File: src/rtl/membus_arbiter_if.sv
// ---------------------------------------------------------------------------
// membus_arbiter_if
//   Bundles the request/response signals around membus_arbiter:
//   the instruction-side (i_*) and data-side (d_*) requester ports plus the
//   shared downstream memory port (m_*).
//
//   Modports
//     slave  : arbiter view. Takes requests from I/D and returns responses.
//              Drives the downstream request and receives its response.
//     master : environment view (caches + memory), opposite directions.
//
//   Per requester x in {i, d}:
//     x_valid/x_addr/x_wen/x_wdata   request in
//     x_ready                        request accepted this cycle
//     x_rvalid/x_rerror/x_raddr/x_rdata  one-cycle response pulse
//   Downstream:
//     m_valid/m_addr/m_wen/m_wdata   registered request out
//     m_ready                        downstream accepts
//     m_rvalid/m_rerror/m_raddr/m_rdata  downstream response in
// ---------------------------------------------------------------------------
interface membus_arbiter_if #(
    parameter int unsigned ADDR_W = 32
);
    logic              i_valid;
    logic              i_ready;
    logic [ADDR_W-1:0] i_addr;
    logic              i_wen;
    logic [31:0]       i_wdata;
    logic              i_rvalid;
    logic              i_rerror;
    logic [ADDR_W-1:0] i_raddr;
    logic [31:0]       i_rdata;

    logic              d_valid;
    logic              d_ready;
    logic [ADDR_W-1:0] d_addr;
    logic              d_wen;
    logic [31:0]       d_wdata;
    logic              d_rvalid;
    logic              d_rerror;
    logic [ADDR_W-1:0] d_raddr;
    logic [31:0]       d_rdata;

    logic              m_valid;
    logic              m_ready;
    logic [ADDR_W-1:0] m_addr;
    logic              m_wen;
    logic [31:0]       m_wdata;
    logic              m_rvalid;
    logic              m_rerror;
    logic [ADDR_W-1:0] m_raddr;
    logic [31:0]       m_rdata;

    modport slave (
        input  i_valid, i_addr, i_wen, i_wdata,
        output i_ready, i_rvalid, i_rerror, i_raddr, i_rdata,
        input  d_valid, d_addr, d_wen, d_wdata,
        output d_ready, d_rvalid, d_rerror, d_raddr, d_rdata,
        output m_valid, m_addr, m_wen, m_wdata,
        input  m_ready, m_rvalid, m_rerror, m_raddr, m_rdata
    );

    modport master (
        output i_valid, i_addr, i_wen, i_wdata,
        input  i_ready, i_rvalid, i_rerror, i_raddr, i_rdata,
        output d_valid, d_addr, d_wen, d_wdata,
        input  d_ready, d_rvalid, d_rerror, d_raddr, d_rdata,
        input  m_valid, m_addr, m_wen, m_wdata,
        output m_ready, m_rvalid, m_rerror, m_raddr, m_rdata
    );
endinterface

File: src/rtl/membus_arbiter.sv
// ---------------------------------------------------------------------------
// membus_arbiter
//   Shares one memory port between the instruction-side (I) and data-side (D)
//   cache controllers. One transaction is in flight at a time: it is accepted
//   in IDLE, issued downstream from registers in ISSUE, and its single
//   response is routed back to the owner in WAIT.
//
//   Parameters
//     ADDR_W       address width
//     TIMEOUT_CYC  WAIT cycles before an error response is synthesised;
//                  0 disables the timeout
//     TO_CNT_W     timeout counter width (TIMEOUT_CYC < 2**TO_CNT_W)
//
//   Ports
//     clk    in  clock, everything on posedge
//     reset  in  synchronous, active-high
//     bus    membus_arbiter_if.slave: I/D request/response + downstream port
//
//   Build option
//     MEMBUS_ARB_ROUND_ROBIN_EN  defined: round robin on a tie (side not
//                                granted last wins).
//                                undefined: fixed priority, D over I.
// ---------------------------------------------------------------------------
module membus_arbiter #(
    parameter int unsigned ADDR_W      = 32,
    parameter int unsigned TIMEOUT_CYC = 0,
    parameter int unsigned TO_CNT_W    = 16
) (
    input  logic            clk,
    input  logic            reset,
    membus_arbiter_if.slave bus
);

    typedef enum logic [1:0] {
        ST_IDLE,
        ST_ISSUE,
        ST_WAIT
    } state_t;

    typedef enum logic {
        OWN_I,
        OWN_D
    } owner_t;

    localparam bit                  TO_EN   = (TIMEOUT_CYC != 0);
    localparam logic [TO_CNT_W-1:0] TO_LAST = TO_EN ? TO_CNT_W'(TIMEOUT_CYC - 1) : '0;

    state_t              state;
    owner_t              owner;
    logic                stale;     // a timed-out response is still owed by downstream
    logic [TO_CNT_W-1:0] to_cnt;
    logic                m_valid_q;
    logic [ADDR_W-1:0]   req_addr;
    logic                req_wen;
    logic [31:0]         req_wdata;

`ifdef MEMBUS_ARB_ROUND_ROBIN_EN
    owner_t              last_grant;
`endif

    // ------------------------------------------------------------------
    // Grant: combinational from the valids; only in IDLE with no stale
    // response pending. Reset masks it so nothing is accepted that cycle.
    // ------------------------------------------------------------------
    logic can_grant;
    logic tie_to_d;
    logic grant_i;
    logic grant_d;

    always_comb begin
        can_grant = (state == ST_IDLE) && !stale && !reset;
`ifdef MEMBUS_ARB_ROUND_ROBIN_EN
        tie_to_d  = (last_grant == OWN_I);
`else
        tie_to_d  = 1'b1;
`endif
        grant_d   = can_grant && bus.d_valid && (!bus.i_valid || tie_to_d);
        grant_i   = can_grant && bus.i_valid && (!bus.d_valid || !tie_to_d);
    end

    // ------------------------------------------------------------------
    // Response: a real downstream response wins over a timeout landing in
    // the same cycle. Fields are forced to zero when nothing is signalled.
    // ------------------------------------------------------------------
    logic              in_wait;
    logic              resp_fire;
    logic              to_fire;
    logic              rsp_valid;
    logic              rsp_err;
    logic [ADDR_W-1:0] rsp_addr;
    logic [31:0]       rsp_data;

    always_comb begin
        in_wait   = (state == ST_WAIT) && !reset;
        resp_fire = in_wait && bus.m_rvalid;
        to_fire   = TO_EN && in_wait && !bus.m_rvalid && (to_cnt == TO_LAST);
        rsp_valid = resp_fire || to_fire;
        rsp_err   = 1'b0;
        rsp_addr  = '0;
        rsp_data  = '0;
        if (resp_fire) begin
            rsp_err  = bus.m_rerror;
            rsp_addr = bus.m_raddr;
            rsp_data = bus.m_rdata;
        end else if (to_fire) begin
            rsp_err  = 1'b1;
            rsp_addr = req_addr;
            rsp_data = '0;
        end
    end

    logic rsp_to_i;
    logic rsp_to_d;

    assign rsp_to_i = rsp_valid && (owner == OWN_I);
    assign rsp_to_d = rsp_valid && (owner == OWN_D);

    assign bus.i_ready  = grant_i;
    assign bus.d_ready  = grant_d;

    assign bus.i_rvalid = rsp_to_i;
    assign bus.i_rerror = rsp_to_i && rsp_err;
    assign bus.i_raddr  = rsp_to_i ? rsp_addr : '0;
    assign bus.i_rdata  = rsp_to_i ? rsp_data : '0;

    assign bus.d_rvalid = rsp_to_d;
    assign bus.d_rerror = rsp_to_d && rsp_err;
    assign bus.d_raddr  = rsp_to_d ? rsp_addr : '0;
    assign bus.d_rdata  = rsp_to_d ? rsp_data : '0;

    assign bus.m_valid  = m_valid_q;
    assign bus.m_addr   = req_addr;
    assign bus.m_wen    = req_wen;
    assign bus.m_wdata  = req_wdata;

    // ------------------------------------------------------------------
    // Control FSM with registered downstream request
    // ------------------------------------------------------------------
    always_ff @(posedge clk) begin
        if (reset) begin
            state     <= ST_IDLE;
            owner     <= OWN_I;
            stale     <= 1'b0;
            to_cnt    <= '0;
            m_valid_q <= 1'b0;
            req_addr  <= '0;
            req_wen   <= 1'b0;
            req_wdata <= '0;
`ifdef MEMBUS_ARB_ROUND_ROBIN_EN
            last_grant <= OWN_I;
`endif
        end else begin
            case (state)
                ST_IDLE: begin
                    // The owed response after a timeout is swallowed here;
                    // grants stay blocked until it has arrived.
                    if (stale && bus.m_rvalid) begin
                        stale <= 1'b0;
                    end
                    if (grant_d) begin
                        owner     <= OWN_D;
                        req_addr  <= bus.d_addr;
                        req_wen   <= bus.d_wen;
                        req_wdata <= bus.d_wdata;
                        m_valid_q <= 1'b1;
                        state     <= ST_ISSUE;
`ifdef MEMBUS_ARB_ROUND_ROBIN_EN
                        last_grant <= OWN_D;
`endif
                    end else if (grant_i) begin
                        owner     <= OWN_I;
                        req_addr  <= bus.i_addr;
                        req_wen   <= bus.i_wen;
                        req_wdata <= bus.i_wdata;
                        m_valid_q <= 1'b1;
                        state     <= ST_ISSUE;
`ifdef MEMBUS_ARB_ROUND_ROBIN_EN
                        last_grant <= OWN_I;
`endif
                    end
                end

                ST_ISSUE: begin
                    if (bus.m_ready) begin
                        m_valid_q <= 1'b0;
                        to_cnt    <= '0;
                        state     <= ST_WAIT;
                    end
                end

                ST_WAIT: begin
                    if (bus.m_rvalid) begin
                        state <= ST_IDLE;
                    end else if (to_fire) begin
                        stale <= 1'b1;
                        state <= ST_IDLE;
                    end else if (to_cnt != '1) begin
                        to_cnt <= to_cnt + 1'b1;
                    end
                end

                default: begin
                    state <= ST_IDLE;
                end
            endcase
        end
    end

endmodule
File: src/flat_wrapper.sv
// flat-port wrapper written by rule: the top's interface ports become plain ports
module membus_arbiter_flat 
#(
    parameter int unsigned ADDR_W      = 32,
    parameter int unsigned TIMEOUT_CYC = 0,
    parameter int unsigned TO_CNT_W    = 16
)
  (clk, reset, bus_i_valid, bus_i_addr, bus_i_wen, bus_i_wdata, bus_i_ready, bus_i_rvalid, bus_i_rerror, bus_i_raddr, bus_i_rdata, bus_d_valid, bus_d_addr, bus_d_wen, bus_d_wdata, bus_d_ready, bus_d_rvalid, bus_d_rerror, bus_d_raddr, bus_d_rdata, bus_m_valid, bus_m_addr, bus_m_wen, bus_m_wdata, bus_m_ready, bus_m_rvalid, bus_m_rerror, bus_m_raddr, bus_m_rdata);
  membus_arbiter_if #(.ADDR_W(ADDR_W)) bus_i ();
  input  logic clk;
  input  logic reset;
  input wire logic [$bits(bus_i.i_valid)-1:0] bus_i_valid;
  input wire logic [$bits(bus_i.i_addr)-1:0] bus_i_addr;
  input wire logic [$bits(bus_i.i_wen)-1:0] bus_i_wen;
  input wire logic [$bits(bus_i.i_wdata)-1:0] bus_i_wdata;
  output wire logic [$bits(bus_i.i_ready)-1:0] bus_i_ready;
  output wire logic [$bits(bus_i.i_rvalid)-1:0] bus_i_rvalid;
  output wire logic [$bits(bus_i.i_rerror)-1:0] bus_i_rerror;
  output wire logic [$bits(bus_i.i_raddr)-1:0] bus_i_raddr;
  output wire logic [$bits(bus_i.i_rdata)-1:0] bus_i_rdata;
  input wire logic [$bits(bus_i.d_valid)-1:0] bus_d_valid;
  input wire logic [$bits(bus_i.d_addr)-1:0] bus_d_addr;
  input wire logic [$bits(bus_i.d_wen)-1:0] bus_d_wen;
  input wire logic [$bits(bus_i.d_wdata)-1:0] bus_d_wdata;
  output wire logic [$bits(bus_i.d_ready)-1:0] bus_d_ready;
  output wire logic [$bits(bus_i.d_rvalid)-1:0] bus_d_rvalid;
  output wire logic [$bits(bus_i.d_rerror)-1:0] bus_d_rerror;
  output wire logic [$bits(bus_i.d_raddr)-1:0] bus_d_raddr;
  output wire logic [$bits(bus_i.d_rdata)-1:0] bus_d_rdata;
  output wire logic [$bits(bus_i.m_valid)-1:0] bus_m_valid;
  output wire logic [$bits(bus_i.m_addr)-1:0] bus_m_addr;
  output wire logic [$bits(bus_i.m_wen)-1:0] bus_m_wen;
  output wire logic [$bits(bus_i.m_wdata)-1:0] bus_m_wdata;
  input wire logic [$bits(bus_i.m_ready)-1:0] bus_m_ready;
  input wire logic [$bits(bus_i.m_rvalid)-1:0] bus_m_rvalid;
  input wire logic [$bits(bus_i.m_rerror)-1:0] bus_m_rerror;
  input wire logic [$bits(bus_i.m_raddr)-1:0] bus_m_raddr;
  input wire logic [$bits(bus_i.m_rdata)-1:0] bus_m_rdata;
  assign bus_i.i_valid = bus_i_valid;
  assign bus_i.i_addr = bus_i_addr;
  assign bus_i.i_wen = bus_i_wen;
  assign bus_i.i_wdata = bus_i_wdata;
  assign bus_i_ready = bus_i.i_ready;
  assign bus_i_rvalid = bus_i.i_rvalid;
  assign bus_i_rerror = bus_i.i_rerror;
  assign bus_i_raddr = bus_i.i_raddr;
  assign bus_i_rdata = bus_i.i_rdata;
  assign bus_i.d_valid = bus_d_valid;
  assign bus_i.d_addr = bus_d_addr;
  assign bus_i.d_wen = bus_d_wen;
  assign bus_i.d_wdata = bus_d_wdata;
  assign bus_d_ready = bus_i.d_ready;
  assign bus_d_rvalid = bus_i.d_rvalid;
  assign bus_d_rerror = bus_i.d_rerror;
  assign bus_d_raddr = bus_i.d_raddr;
  assign bus_d_rdata = bus_i.d_rdata;
  assign bus_m_valid = bus_i.m_valid;
  assign bus_m_addr = bus_i.m_addr;
  assign bus_m_wen = bus_i.m_wen;
  assign bus_m_wdata = bus_i.m_wdata;
  assign bus_i.m_ready = bus_m_ready;
  assign bus_i.m_rvalid = bus_m_rvalid;
  assign bus_i.m_rerror = bus_m_rerror;
  assign bus_i.m_raddr = bus_m_raddr;
  assign bus_i.m_rdata = bus_m_rdata;
  membus_arbiter #(.ADDR_W(ADDR_W), .TIMEOUT_CYC(TIMEOUT_CYC), .TO_CNT_W(TO_CNT_W)) u_core (.clk(clk), .reset(reset), .bus(bus_i));
endmodule
File: config.mk
export PLATFORM = sky130hd
export DESIGN_NAME = membus_arbiter_flat
export DESIGN_NICKNAME = d
export VERILOG_FILES = /design/src/rtl/membus_arbiter_if.sv /design/src/rtl/membus_arbiter.sv /design/src/flat_wrapper.sv
export SDC_FILE = /design/constraint.sdc
export NUM_CORES = 1
export LEC_CHECK = 0
export CAP_MARGIN = 15
export CORE_AREA = 2 2 156 158
export DETAILED_ROUTE_END_ITERATION = 8
export DIE_AREA = 0 0 158 160
export SLEW_MARGIN = 20
export SYNTH_ARGS = -nofsm -noshare
export SYNTH_HDL_FRONTEND = slang
export SYNTH_SLANG_ARGS = --single-unit
File: constraint.sdc
create_clock -name clk -period 2.4 [get_ports clk]
set_input_delay 0.24 -clock clk [delete_from_list [all_inputs] [get_ports clk]]
set_output_delay 0.24 -clock clk [all_outputs]
set_load 0.05 [all_outputs]
==> results of run 1 <==
[cells by family (layout without fill, tap and decap cells)]
group,Yosys count,after routing,synth area share (%)
flops,69,69,32.47
other cells,0,2,0
simple gates,146,146,21.29
buf+inv,61,431,7.735
compound gates,199,199,38.50
[final cells by class]
type | count | area, sq um | area share (%)
Clock inverter | 5 | 61.31 | 0.6040
Timing Repair Buffer | 414 | 5483 | 54.02
Clock buffer | 10 | 239.0 | 2.355
Sequential cell | 69 | 1381 | 13.61
Antenna cell | 2 | 5.005 | 0.04931
Multi-Input combinational cell | 345 | 2567 | 25.30
Inverter | 2 | 7.507 | 0.07396
Tap cell | 324 | 405.4 | 3.994
[cells in the final DEF, fill, tap and decap left out, drive strengths merged]
cell type / count
a2111oi: 1
a211oi: 65
a21oi: 67
a22oi: 66
and2: 131
buf: 150
bufinv: 1
clkbuf: 10
clkdlybuf4s50: 264
clkinv: 1
clkinvlp: 3
dfxtp: 69
diode: 2
inv: 2
nand2: 3
nand3b: 1
nand4bb: 1
nor2: 6
nor3: 1
or2: 1
or3b: 1
or4b: 1
[critical path, delay by kind of cell (launching register included)]
family                 cells  cell delay [ns]
flip-flops                 1             0.39
buffers and inverters      3             0.53
AND/OR/NAND/NOR            1             0.75
[path summary, 6_finish.rpt]
| path | startpoint | to | slack (ns) | depth (start not counted) |
|---|---|---|---|---|
| worst max-delay path | u_core.state[1] | bus_d_ready | 0.13 | 4 |
| worst min-delay path | reset | u_core.bus.m_addr[15] | 0.15 | 2 |
| worst min register to register | u_core.bus.m_addr[31] | u_core.bus.m_addr[31] | 0.52 | 2 |
| worst max register to register | u_core.state[1] | u_core.bus.m_addr[25] | 0.51 | 4 |
[sequential cells by signal, indices dropped and copies added (netlist names)]
name and flops:
u_core.bus.m_addr 32, u_core.bus.m_wen 1, u_core.owner 1, u_core.bus.m_valid 1, u_core.state 2, u_core.bus.m_wdata 32
[routing by layer]
layer,vias up,wire (microns)
li1,2460,-
met1,2361,8297
met2,233,12330
met3,16,1855
met4,0,212
met5,-,0
[through the flow]
stage	worst slack [ns]	hold slack (ns)
floorplan	0.2460	0.3579
global placement	0.3076	0.4796
detailed placement	0.3321	0.4960
CTS	0.09465	0.1339
global route	0.04458	0.1392
finish	0.1288	0.1469
[report_power, final]
group / total [uW] / leakage, uW / switching, uW / internal [uW]
clock: 1360 / 0.000137 / 527 / 829
sequential: 1360 / 0.000574 / 74.6 / 1280
combinational: 1750 / 0.00306 / 997 / 754
==> impl_results.md, run 1 <==
* CTS Buffer Depth at 2
* Crit-path slowest cell: or4b_4
* Period minus WS final at 2.271 ns
* Die ar. at between 0.02 and 0.03 sq mm
* Nets at 1042
* Residual DRC at 0
* EDFF count, synth at 0
* Most frequent CP cell: buf_12
* WP data arrival at between 2 and 2.5 ns
* Final hold vios at 0
* GR Util met3 at about 5.0%
* Cell Chain, Critical Path: or4b_4 -> buf_12 -> inv_1 -> buf_12
* Share of layout cells above drive strength 1 at between 20 and 30%
* Synth Flop Type: dfxtp_1
* Grt met2 use at 32.94%
* Area contributors post-synth: dfxtp_1, and2_1, a22oi_2
* Worst setup SP type: flop
* Cell variety after synth at 23
* Power Total at 4465 uW
* IO buf count at 400
* FF+latch count, synth at 69
* Post-route design area at 0.01015 sq mm
* Final setup fails at 0
* Routed Antenna Nets at 0
* Outcome: complete, no violations
* Critical path class: flop to primary output
* Pre-Repair DR Iteration Count at 4
* GRT overflow at 0
* Max-cap viol count at 0
* Root Buffer: clkbuf_16
* Initial antenna violation count at 7
* Ports at 401
* Max-slew violation count at 0
* Final Skew at 0.007922 ns
* Synth Cell Area at between 0.004 and 0.005 sq mm
* Crit path capture type: primary output
* Hpwl dp at between 15 and 20 mm
* DR iter-0 viols at 197
* Via count at around 5000
* Post-CTS resize count at 0
* Wire per inst at ~19 microns
* Pleak at 0.003772 uW
* Synth warn at 0
* Placed insts at 1154
* Core area at 0.02382 sq mm
* Placement Cell Area at 0.009844 sq mm
* CP max stage delay at 0.75 ns
* Postcts setup bufs at 0
* Area Growth Syn to Fin at 138.6%
* Cell area power density at 439.9 mW/mm^2
* Post-route clock period utilization at a little over nine tenths
* Total GRT Usage at between 15 and 20%
* GR peak layer: met2
* Row cnt at 57
* Vias per cell at 4.330
* Maximum vdd drop at 0.3607 mV
* Post-Route WL at 22.70 mm
* Post-CTS Hold Fix Bufs at 0
* GPL Wtd Cong at 0.7927
* GRT met1 Usage at 18.79%
* Post-Syn Nets at 676
* Async S/R FF share, synth at 0%
* Mapped Cells at 475
* Max transition margin at 58.41%
* Initial core utilization at 17.86%
* Worst-path maximum fanout at 38
* Clock sinks at 69
* Critical Path RT at 2.16 ns
* Pin count of the biggest net entering global routing at 67
* Unrepaired setup endpoints after global routing: false
* Htree depth at 3
* Worst-Skew Late Latency at between 0.3 and 0.4 ns
* Largest area contributor in the netlist: dfxtp_1
* TritonCTS clock tree: built
* Clock buffers created by TritonCTS at 9
* First-pass GRT wire length at 32.82 mm
* Final core occ at around 43%
* Max frequency at 0.4403 GHz
* Non-filler cells, final at 1171
* Hold Crit Class: primary input to flop
* Die H at 160 microns
* Register area share after synthesis at 32.47%
* Commonest cells in the netlist: and2_1, dfxtp_1, a21oi_1
* TNS Setup at 0 ns
* Final-layout fill cell count at 2341
* Post-Syn Area per Cell at approximately 9.0 sq um
* CTS clk-pin slew, worst paths at 0.06 ns
* Die W at roughly 160 microns
* Count leader, synth: and2_1
* Vias in the first global route at 5125
* Worst-margin pin slew at about 0.62 ns
* Area fraction of the dominant cell type after synthesis at 32.47%
Power figures use the tool's default switching activity.
==> run 2, diff against run 1 <==
SKIP_LAST_GASP = 1   (was not set)
==> results of run 2 <==
The final DEF is identical to that of run 1; final timing and power are the same.
==> run 3, diff against run 2 <==
ABC_AREA = 1   (was not set)
CORE_AREA = 2 2 158 160   (was 2 2 156 158)
CTS_CLUSTER_DIAMETER = 120   (was not set)
DIE_AREA = 0 0 160 162   (was 0 0 158 160)
PLACE_DENSITY = 0.57   (was not set)
==> impl_results.md, run 3 <==
* Post-Syn Nets at 1022 (was 676)
* Worst-Skew Late Latency at 0.33 ns (about the same)
* Clock sinks at 69 (unchanged)
* Worst setup SP type: flop (unchanged)
* Async S/R FF share, synth at 0% (unchanged)
* Post-Syn Area per Cell at 5.617 sq um (was 8.956 sq um)
* Share of layout cells above drive strength 1 at 14.57% (was 27.69%)
* Final hold vios at 0 (unchanged)
* Critical path class: flop to primary output (unchanged)
* EDFF count, synth at 0 (unchanged)
* GRT overflow at 0 (unchanged)
* Area of the multi-input gates at 0.002162 sq mm (was 0.002567 sq mm)
* Nets at 1385 (was 1042)
* Max transition margin at 49.12% (was 58.41%)
* Clock buffers created by TritonCTS at 9 (unchanged)
* Total GRT Usage at 17.51% (was 17.33%)
* Wire per inst at 15.71 microns (was 19.38 microns)
* Root Buffer: clkbuf_16 (unchanged)
* Die H at 162 microns (was 160 microns)
* First-pass GRT wire length at 35.36 mm (was 32.82 mm)
* Final core occ at 43.82% (was 42.61%)
* Hold Crit Class: primary input to flop (unchanged)
* Maximum vdd drop at 0.2634 mV (was 0.3607 mV)
* Synth warn at 0 (unchanged)
* Pin count of the biggest net entering global routing at 69 (was 67)
* Max-slew violation count at 0 (unchanged)
* Residual DRC at 0 (unchanged)
* CTS Buffer Depth at 2 (unchanged)
* Core area at 0.02411 sq mm (was 0.02382 sq mm)
* Area Growth Syn to Fin at 129.0% (was 138.6%)
* Area fraction of the dominant cell type after synthesis at 29.95% (was 32.47%)
* Period minus WS final at 2.164 ns (was 2.271 ns)
* Most common cell after layout, fill and taps aside: clkdlybuf4s50_1 (unchanged)
* Post-CTS resize count at 0 (unchanged)
* Register area share after synthesis at 29.95% (was 32.47%)
* Htree depth at 3 (unchanged)
* Vias per cell at 4.206 (was 4.330)
* Mapped Cells at 821 (was 475)
* IO buf count at 400 (unchanged)
* GPL Wtd Cong at 0.8365 (was 0.7927)
* Synth Flop Type: dfxtp_1 (unchanged)
* Area contributors post-synth: dfxtp_1, inv_1, nand2_1 (was dfxtp_1, and2_1, a22oi_2)
* Cell variety after synth at 16 (was 23)
* Via count at 6372 (was 5070)
* Die ar. at 0.02592 sq mm (was 0.02528 sq mm)
* Outcome: complete, no violations (unchanged)
* Pleak at 0.004884 uW (was 0.003772 uW)
* Largest area contributor in the netlist: dfxtp_1 (unchanged)
* Routed Antenna Nets at 0 (unchanged)
* WP data arrival at 1.92 ns (was 2.03 ns)
* Pre-Repair DR Iteration Count at 5 (was 4)
* TNS Setup at 0 ns (unchanged)
* Post-route clock period utilization at 90.15% (was 94.63%)
* Worst-path maximum fanout at 29 (was 38)
* TritonCTS clock tree: built (unchanged)
* Final Skew at 0.004351 ns (was 0.007922 ns)
* Final setup fails at 0 (unchanged)
* Initial antenna violation count at 4 (was 7)
* Unrepaired setup endpoints after global routing: false (unchanged)
* Post-route design area at 0.01056 sq mm (was 0.01015 sq mm)
* Vias in the first global route at 6031 (was 5125)
* Commonest cells in the netlist: inv_1, nand2_1, nor2_1 (was and2_1, dfxtp_1, a21oi_1)
* Cell area power density at 376.9 mW/mm^2 (was 439.9 mW/mm^2)
* Hpwl dp at 19.09 mm (was 18.51 mm)
* DR iter-0 viols at 382 (was 197)
* Die W at 160 microns (was 158 microns)
* Placement Cell Area at 0.01027 sq mm (was 0.009844 sq mm)
* Critical Path RT at 2.16 ns (about the same)
* Ports at 401 (unchanged)
* Worst-margin pin slew at 0.7632 ns (was 0.6238 ns)
* Worst hold slack at 0.4564 ns (was 0.1469 ns)
* Final-layout fill cell count at 2489 (was 2341)
* Count leader, synth: inv_1 (was and2_1)
* Post-Route WL at 23.80 mm (was 22.70 mm)
* Synth Cell Area at 0.004612 sq mm (was 0.004254 sq mm)
* Register area at 0.001381 sq mm (unchanged)
* Most frequent cells in the layout: clkdlybuf4s50_1, inv_1, buf_12 (was clkdlybuf4s50_1, buf_12, and2_1)
* FF+latch count, synth at 69 (unchanged)
* Max-cap viol count at 0 (unchanged)
* Postcts setup bufs at 0 (unchanged)
* Crit path capture type: primary output (unchanged)
* Initial core utilization at 19.13% (was 17.86%)
* Max frequency at 0.4622 GHz (was 0.4403 GHz)
* Row cnt at 57 (unchanged)
* Post-CTS Hold Fix Bufs at 0 (unchanged)
* CTS clk-pin slew, worst paths at 0.05 ns (was 0.06 ns)
==> run 3: metal layers <==
metal / vias to the layer above / routed length [microns] / global-route usage (%)
met1: 2866 / 8738 / 18.62
met4: 0 / 716 / 6.675
li1: 3200 / - / -
met5: - / 0 / 0
met3: 39 / 1751 / 4.980
met2: 267 / 12590 / 32.80
==> run 3: final timing paths <==
check | cells past startpoint | slack [ns] | startpoint | endpoint
hold / removal | 5 | 0.46 | reset | u_core.state[0]
setup reg to reg | 7 | 0.77 | u_core.state[1] | u_core.bus.m_wdata[22]
setup / recovery | 6 | 0.24 | u_core.state[1] | bus_i_rdata[16]
hold reg to reg | 2 | 0.46 | u_core.bus.m_wdata[27] | u_core.bus.m_wdata[27]
==> run 3: power by group <==
| part | internal, uW | switching [uW] |
|---|---|---|
| logic | 611 | 803 |
| clock network | 800 | 488 |
| registers | 1240 | 45.5 |
| total | 2650 | 1340 |
==> run 3: stage by stage <==
| stage | instances | total power, uW | setup slack, ns |
|---|---|---|---|
| 5_1_grt | 1514 | 4186 | 0.02468 |
| 3_5_place_dp | 1497 | 2731 | 0.2522 |
| 4_1_cts | 1511 | 4035 | 0.1723 |
| 3_3_place_gp | 1497 | 2728 | 0.2814 |
| 2_1_floorplan | 821 | 2045 | -0.1866 |
| 6_report | 1515 | 3981 | 0.2363 |
==> run 3: layout make-up <==
cell class	instances	area share, %
sequential	69	13.08
inverter	210	7.463
multi-input combinational	478	20.47
clock buffer	13	2.653
antenna	4	0.09476
tap	324	3.838
clock inverter	1	0.04738
timing repair buffer	416	52.36
==> run 3: cell families after synthesis <==
kind of cell / after synthesis / share of synthesized area (%)
flip-flops: 69 / 29.95
AND/OR/NAND/NOR: 408 / 38.93
buffers and inverters: 274 / 23.44
AO/OA/AOI/OAI: 70 / 7.678
==> run 3: critical path: stages, from the launching register on <==
cell,delay [ns]
dfxtp_1,0.43
nand4_1,0.21
nor2_1,0.21
inv_2,0.15
buf_12,0.19
nor2_1,0.21
buf_12,0.17
